$ cat config.mk
export PLATFORM = sky130hd
export DESIGN_NAME = stage_memory
export DESIGN_NICKNAME = d
export VERILOG_FILES = /design/src/rtl/memstage_pkg.sv /design/src/rtl/mem_lane_align.sv /design/src/rtl/stage_memory.sv
export SDC_FILE = /design/constraint.sdc
export NUM_CORES = 1
export LEC_CHECK = 0
export CAP_MARGIN = 20
export CORE_MARGIN = 2
export CORE_UTILIZATION = 46
export DETAILED_ROUTE_END_ITERATION = 8
export GPL_ROUTABILITY_DRIVEN = 1
export HOLD_SLACK_MARGIN = 0.1
export PLACE_DENSITY = 0.88
export REMOVE_ABC_BUFFERS = 1
export SLEW_MARGIN = 15
export SYNTH_ARGS = -nofsm -noshare
export SYNTH_HDL_FRONTEND = slang
export SYNTH_SLANG_ARGS = --single-unit
$ cat constraint.sdc
create_clock -name clk -period 2.5 [get_ports clk]
set_input_delay 0.5 -clock clk [delete_from_list [all_inputs] [get_ports clk]]
set_output_delay 0.5 -clock clk [all_outputs]
set_load 0.02 [all_outputs]
$ cat src/rtl/memstage_pkg.sv
// Shared types and lane-shaping helpers for the memory pipeline stage.
// Operation codes, FSM state encoding and byte-lane functions live here.
package memstage_pkg;

   localparam int WAIT_CNT_W = 8;

   typedef enum logic [3:0] {
      NONE = 4'd0,
      LB   = 4'd1,
      LBU  = 4'd2,
      LH   = 4'd3,
      LHU  = 4'd4,
      LW   = 4'd5,
      SB   = 4'd6,
      SH   = 4'd7,
      SW   = 4'd8,
      LL   = 4'd9,
      SC   = 4'd10
   } memop_t;

   typedef enum logic [1:0] {
      IDLE = 2'd0,
      REQ  = 2'd1,
      RESP = 2'd2
   } state_t;

   typedef enum logic [1:0] {
      SZ_BYTE = 2'd0,
      SZ_HALF = 2'd1,
      SZ_WORD = 2'd2,
      SZ_NONE = 2'd3
   } size_t;

   function automatic size_t op_size(input memop_t op);
      size_t sz;
      case (op)
         LB, LBU, SB:    sz = SZ_BYTE;
         LH, LHU, SH:    sz = SZ_HALF;
         LW, SW, LL, SC: sz = SZ_WORD;
         default:        sz = SZ_NONE;
      endcase
      return sz;
   endfunction

   function automatic logic is_store(input memop_t op);
      return (op == SB) || (op == SH) || (op == SW) || (op == SC);
   endfunction

   function automatic logic is_load(input memop_t op);
      return (op == LB) || (op == LBU) || (op == LH) || (op == LHU) ||
             (op == LW) || (op == LL);
   endfunction

   function automatic logic is_misaligned(input memop_t op, input logic [1:0] off);
      logic bad;
      case (op_size(op))
         SZ_HALF: bad = off[0];
         SZ_WORD: bad = (off != 2'b00);
         default: bad = 1'b0;
      endcase
      return bad;
   endfunction

   function automatic logic [3:0] byte_enable(input memop_t op, input logic [1:0] off);
      logic [3:0] be;
      case (op_size(op))
         SZ_BYTE: be = 4'b0001 << off;
         SZ_HALF: be = off[1] ? 4'b1100 : 4'b0011;
         SZ_WORD: be = 4'b1111;
         default: be = 4'b0000;
      endcase
      return be;
   endfunction

   // Stores place the datum on every lane it could occupy so the byte enables alone select it.
   function automatic logic [31:0] replicate_store(input memop_t op, input logic [31:0] data);
      logic [31:0] rep;
      case (op_size(op))
         SZ_BYTE: rep = {4{data[7:0]}};
         SZ_HALF: rep = {2{data[15:0]}};
         default: rep = data;
      endcase
      return rep;
   endfunction

   function automatic logic [31:0] lane_extract(input memop_t op, input logic [1:0] off,
                                                input logic [31:0] word);
      logic [7:0]  lane_b;
      logic [15:0] lane_h;
      logic [31:0] res;
      lane_b = word[{off, 3'b000} +: 8];
      lane_h = off[1] ? word[31:16] : word[15:0];
      case (op)
         LB:      res = {{24{lane_b[7]}}, lane_b};
         LBU:     res = {24'h000000, lane_b};
         LH:      res = {{16{lane_h[15]}}, lane_h};
         LHU:     res = {16'h0000, lane_h};
         default: res = word;
      endcase
      return res;
   endfunction

endpackage

$ cat src/rtl/mem_lane_align.sv
// Combinational byte-lane shaping between the stage and the word-wide data bus:
// byte enables, replicated store data and extended load data.
module mem_lane_align
   import memstage_pkg::*;
(
   input  logic [3:0]  op,
   input  logic [1:0]  offset,
   input  logic [31:0] store_data,
   input  logic [31:0] load_word,
   output logic [3:0]  byte_en,
   output logic [31:0] bus_wdata,
   output logic [31:0] load_data
);

   memop_t op_e;

   assign op_e      = memop_t'(op);
   assign byte_en   = byte_enable(op_e, offset);
   assign bus_wdata = replicate_store(op_e, store_data);
   assign load_data = lane_extract(op_e, offset, load_word);

endmodule

$ cat src/rtl/stage_memory.sv
// Memory pipeline stage: one outstanding data-bus access per accepted operation,
// with ack timeout. Define STAGE_MEMORY_LLBIT_EN to enable load-linked/store-conditional tracking.
module stage_memory
   import memstage_pkg::*;
#(
   parameter int AW          = 32,
   parameter int ACK_TIMEOUT = 255
)
(
   input  logic          clk,
   input  logic          reset,
   input  logic          in_valid,
   input  logic [3:0]    in_op,
   input  logic [AW-1:0] in_addr,
   input  logic [31:0]   in_wdata,
   output logic          in_ready,
   output logic          out_valid,
   input  logic          out_ready,
   output logic [31:0]   out_rdata,
   output logic          out_error,
   output logic          dmem_req,
   output logic          dmem_we,
   output logic [3:0]    dmem_be,
   output logic [AW-1:0] dmem_addr,
   output logic [31:0]   dmem_wdata,
   input  logic          dmem_ack,
   input  logic [31:0]   dmem_rdata,
   output logic          llbit
);

   localparam logic [WAIT_CNT_W-1:0] WAIT_LAST = WAIT_CNT_W'(ACK_TIMEOUT - 1);

   state_t                state_q;
   state_t                state_d;
   memop_t                op_q;
   logic [AW-1:0]         addr_q;
   logic [31:0]           wdata_q;
   logic [WAIT_CNT_W-1:0] wait_cnt_q;
   logic [31:0]           rdata_q;
   logic                  error_q;

   memop_t                in_op_e;
   logic                  xfer;
   logic                  misaligned_in;
   logic                  mem_op_in;
   logic                  sc_blocked;
   logic                  bus_start;
   logic                  timeout_hit;
   logic [3:0]            lane_be;
   logic [31:0]           lane_wdata;
   logic [31:0]           lane_rdata;
   logic [31:0]           ack_result;

   assign in_op_e       = memop_t'(in_op);
   assign xfer          = in_valid && (state_q == IDLE);
   assign misaligned_in = is_misaligned(in_op_e, in_addr[1:0]);
   assign mem_op_in     = (op_size(in_op_e) != SZ_NONE);
   assign bus_start     = mem_op_in && !misaligned_in && !sc_blocked;
   assign timeout_hit   = !dmem_ack && (wait_cnt_q == WAIT_LAST);
   assign ack_result    = is_load(op_q) ? lane_rdata : {31'd0, op_q == SC};

   mem_lane_align u_lane_align (
      .op         (op_q),
      .offset     (addr_q[1:0]),
      .store_data (wdata_q),
      .load_word  (dmem_rdata),
      .byte_en    (lane_be),
      .bus_wdata  (lane_wdata),
      .load_data  (lane_rdata)
   );

`ifdef STAGE_MEMORY_LLBIT_EN
   logic          llbit_q;
   logic [AW-3:0] ll_word_q;

   // A failed SC never reaches the bus; it completes immediately with a zero result.
   assign sc_blocked = (in_op_e == SC) && !llbit_q;
   assign llbit      = llbit_q;

   always_ff @(posedge clk or negedge reset) begin
      if (!reset) begin
         llbit_q   <= 1'b0;
         ll_word_q <= '0;
      end else if ((state_q == REQ) && dmem_ack) begin
         if (op_q == LL) begin
            llbit_q   <= 1'b1;
            ll_word_q <= addr_q[AW-1:2];
         end else if (op_q == SC) begin
            llbit_q <= 1'b0;
         end else if (is_store(op_q) && (addr_q[AW-1:2] == ll_word_q)) begin
            llbit_q <= 1'b0;
         end
      end
   end
`else
   assign sc_blocked = 1'b0;
   assign llbit      = 1'b0;
`endif

   always_ff @(posedge clk or negedge reset) begin
      if (!reset) begin
         state_q <= IDLE;
      end else begin
         state_q <= state_d;
      end
   end

   always_comb begin
      state_d = state_q;
      case (state_q)
         IDLE: if (xfer) state_d = bus_start ? REQ : RESP;
         REQ:  if (dmem_ack || timeout_hit) state_d = RESP;
         RESP: if (out_ready) state_d = IDLE;
         default: state_d = IDLE;
      endcase
   end

   // Operation capture and result registers; the result is held untouched throughout RESP.
   always_ff @(posedge clk or negedge reset) begin
      if (!reset) begin
         op_q       <= NONE;
         addr_q     <= '0;
         wdata_q    <= '0;
         wait_cnt_q <= '0;
         rdata_q    <= '0;
         error_q    <= 1'b0;
      end else begin
         case (state_q)
            IDLE: begin
               if (xfer) begin
                  op_q       <= in_op_e;
                  addr_q     <= in_addr;
                  wdata_q    <= in_wdata;
                  wait_cnt_q <= '0;
                  rdata_q    <= '0;
                  error_q    <= misaligned_in;
               end
            end
            REQ: begin
               if (dmem_ack) begin
                  rdata_q <= ack_result;
                  error_q <= 1'b0;
               end else begin
                  wait_cnt_q <= wait_cnt_q + 1'b1;
                  if (timeout_hit) error_q <= 1'b1;
               end
            end
            default: ;
         endcase
      end
   end

   always_comb begin
      in_ready   = (state_q == IDLE);
      out_valid  = (state_q == RESP);
      out_error  = (state_q == RESP) && error_q;
      dmem_req   = 1'b0;
      dmem_we    = 1'b0;
      dmem_be    = 4'b0000;
      dmem_addr  = '0;
      dmem_wdata = '0;
      if (state_q == REQ) begin
         dmem_req   = 1'b1;
         dmem_we    = is_store(op_q);
         dmem_be    = lane_be;
         dmem_addr  = {addr_q[AW-1:2], 2'b00};
         dmem_wdata = lane_wdata;
      end
   end

   assign out_rdata = rdata_q;

endmodule

==> impl_metrics.env <==
export IMPL_crit_end="dmem_wdata[24]"
export IMPL_setup_viol=17
export IMPL_synth_largest_area_cell="dfrtp_1"
export IMPL_numCtsBuffers=9
export IMPL_vias=6145
export IMPL_clock_skew_ns=0.00729
export IMPL_syn2layout_area_growth_pct=50.5
export IMPL_timing_rr_start="op_q[1]$_DFFE_PN0P_"
export IMPL_layout_nets=1065
export IMPL_syn_inst=729
export IMPL_cts_sinks=111
export IMPL_yosysWarnings=0
export IMPL_r2r_end="out_rdata[4]$_DFFE_PN0P_"
export IMPL_synth_avg_cell_area_sq_um=8.51
export IMPL_async_flop_share=1.00
export IMPL_core_region_area_sq_mm=0.0132
export IMPL_min_period_ns=2.60
export IMPL_r2r_slack_ns=0.10
export IMPL_first_iter_violations=439
export IMPL_crit_required_ns=2.00
export IMPL_synth_edf_count=0
export IMPL_ant_nets=0
export IMPL_grt_ovfl_total=0
export IMPL_synth_top_area_frac=0.448
export IMPL_p_total_uw=11500
export IMPL_ys_ff_latch=111
export IMPL_syn_area_sq_mm=0.00620
export IMPL_worst_slack_ns=-0.0985
export IMPL_drc=0
export IMPL_fin_util=0.708
export IMPL_drive_gt1_frac=0.194
export IMPL_start_kind="flop"
export IMPL_ctsHtreeMaxLevel=3
export IMPL_clock_path_buffers=2
export IMPL_cts_clk_slew_worst_paths_ns=0.07
export IMPL_status="finished, violations left"
export IMPL_synth_common_cells="nand2_1, dfrtp_1, nor2_1"
export IMPL_port_buffers=207
export IMPL_fin_crit_sh=1.04
export IMPL_maxSlewHeadroom=0.530
export IMPL_antennaDiodeCount=0
export IMPL_ir_drop_mv=0.756
export IMPL_floorplan_die_area_sq_mm=0.0144
export IMPL_die_y_um=120
export IMPL_synthDistinctLibCells=55
export IMPL_grt_pass1_vias=6155
export IMPL_r2r_cells=8
export IMPL_grt_pass1_wl_um=31200
export IMPL_nFillCells=1000
export IMPL_min_path_type="in -> async"
export IMPL_synth_most_common_cell="nand2_1"
export IMPL_row_count=42
export IMPL_cp_arrival_ns=2.10
export IMPL_tns_ns=-0.659
export IMPL_cts_root_buf="clkbuf_16"
export IMPL_avgRoutedWirePerCell_um=17.4
export IMPL_cts_tree="done"
export IMPL_via_per_inst=5.45
export IMPL_grt_max_degree=79
export IMPL_die_w_um=120
export IMPL_holdBufCountCts=0
export IMPL_p_leak_uw=0.00449
export IMPL_drv_slew=0
export IMPL_ys_flop_type="dfrtp_1"
export IMPL_yosys_top_cells_area="dfrtp_1, nand2_1, and2_1, mux2i_1, nor2_1"
export IMPL_failed_checks="negative setup slack"
export IMPL_dpl_hpwl_um=13200
export IMPL_first_pass_iters=5
export IMPL_totalWireLength_um=19600
export IMPL_grt_setup_unrepaired="yes"
export IMPL_crit_start="op_q[0]$_DFFE_PN0P_"
export IMPL_antenna_found_initial=0
export IMPL_critical_path_max_fanout=6
export IMPL_clk_latency_ns=0.35
export IMPL_maxCapViolations=0
export IMPL_p_per_area_mw_per_mm2=1230
export IMPL_end_kind="output pin"
export IMPL_gr_usage_all_layers=0.274
export IMPL_initial_utilization=0.470
export IMPL_io_pins=211
export IMPL_worst_pin_slew_ns=0.703
export IMPL_report_final_hold_viol_count=0
export IMPL_place_gp_congestion=0.861
export IMPL_max_freq_mhz=385
export IMPL_path_class="reg -> out"
export IMPL_ys_seq_area_frac=0.448
==> final cells by class <==
type	instances	area (sq um)	area share
flip-flops and latches	111	2780	0.298
clock buffers	10	229	0.0245
multi-input cells	556	3440	0.369
well taps	176	220	0.0236
clock inverters	5	81.3	0.00871
inverters	11	41.3	0.00442
repair buffers	259	2540	0.272
==> what timing repair did <==
| item | 4_1_cts | 5_1_grt |
|---|---|---|
| resized for setup | 218 | 55 |
| pin swaps | 16 | 15 |
| setup buffers | 5 | 0 |
| hold endpoints to repair | 0 | 0 |
| endpoints found under the setup margin | 68 | 30 |
| cloned | 3 | 0 |
==> flip-flops by register name, summed over array words and instances, names as in the netlist <==
signal,count
wait_cnt_q,8
error_q,1
state_q,2
op_q,4
out_rdata,32
wdata_q,32
addr_q,32
==> worst min-delay path by stage <==
stage	slack, ns	depth (start not counted)	startpoint	to
2_1_floorplan	0.20	0	reset	addr_q[0]$_DFFE_PN0P_
3_3_place_gp	0.45	2	addr_q[27]$_DFFE_PN0P_	addr_q[27]$_DFFE_PN0P_
3_5_place_dp	0.45	2	addr_q[2]$_DFFE_PN0P_	addr_q[2]$_DFFE_PN0P_
4_1_cts	0.14	1	reset	out_rdata[16]$_DFFE_PN0P_
5_1_grt	0.17	1	reset	out_rdata[16]$_DFFE_PN0P_
6_report	0.13	1	reset	out_rdata[16]$_DFFE_PN0P_
==> stage by stage <==
stage	hold slack, ns	cells	instance area, sq um	worst slack (ns)
after floorplan	0.204	678	5960	-2.71
after global placement	0.451	1105	8690	-0.240
after detailed placement	0.454	1105	8690	-0.275
after CTS	0.141	1128	9150	-0.111
after global routing	0.173	1128	9330	-0.165
final	0.126	1128	9330	-0.0985
==> placed cells by master, fill, tap and decap left out, types with 10 or more instances in the layout <==
cell and instances:
a21oi_1 11, nand3_1 13, clkbuf_16 10, dfrtp_1 110, and2_1 39, clkdlybuf4s50_1 138, o21ai_2 10, mux2i_1 16
nand2_1 239, o21ai_0 34, dlygate4sd2_1 38, a21oi_2 11, a211oi_1 11, buf_4 59, mux2_2 10, nor2_1 46
==> cells by family after synthesis <==
logic type                 after synthesis  share of synthesized area
AOI/OAI and AO/OA                      115                      0.125
other                                    1                   0.000605
and+or+nand+nor                        381                      0.267
adders and majority gates               12                     0.0242
DFF                                    111                      0.448
buffers and inverters                   64                     0.0464
muxes                                   39                     0.0811
xor gates and xnor gates                 6                    0.00847
==> critical path, cell delays in order, from the launching register on <==
cell and delay, ns:
dfrtp_2 0.44, buf_6 0.13, ha_4 0.16, nor2_4 0.11, mux2i_4 0.10, clkbuf_16 0.18, mux2i_4 0.18, a211oi_2 0.25
buf_4 0.19
==> power breakdown <==
| part | internal [uW] | total, uW | leakage (uW) | switching (uW) |
|---|---|---|---|---|
| logic | 3100 | 6780 | 0.00291 | 3690 |
| clock network | 877 | 1560 | 0.000149 | 680 |
| registers | 2530 | 3160 | 0.00143 | 635 |
==> metal layers <==
layer,GRT usage,vias up,share of wire
li1,-,2852,-
met1,0.329,2943,0.39
met2,0.459,309,0.48
met3,0.0894,41,0.098
met4,0.101,0,0.028
met5,0,-,0
Power figures use the tool's default switching activity.
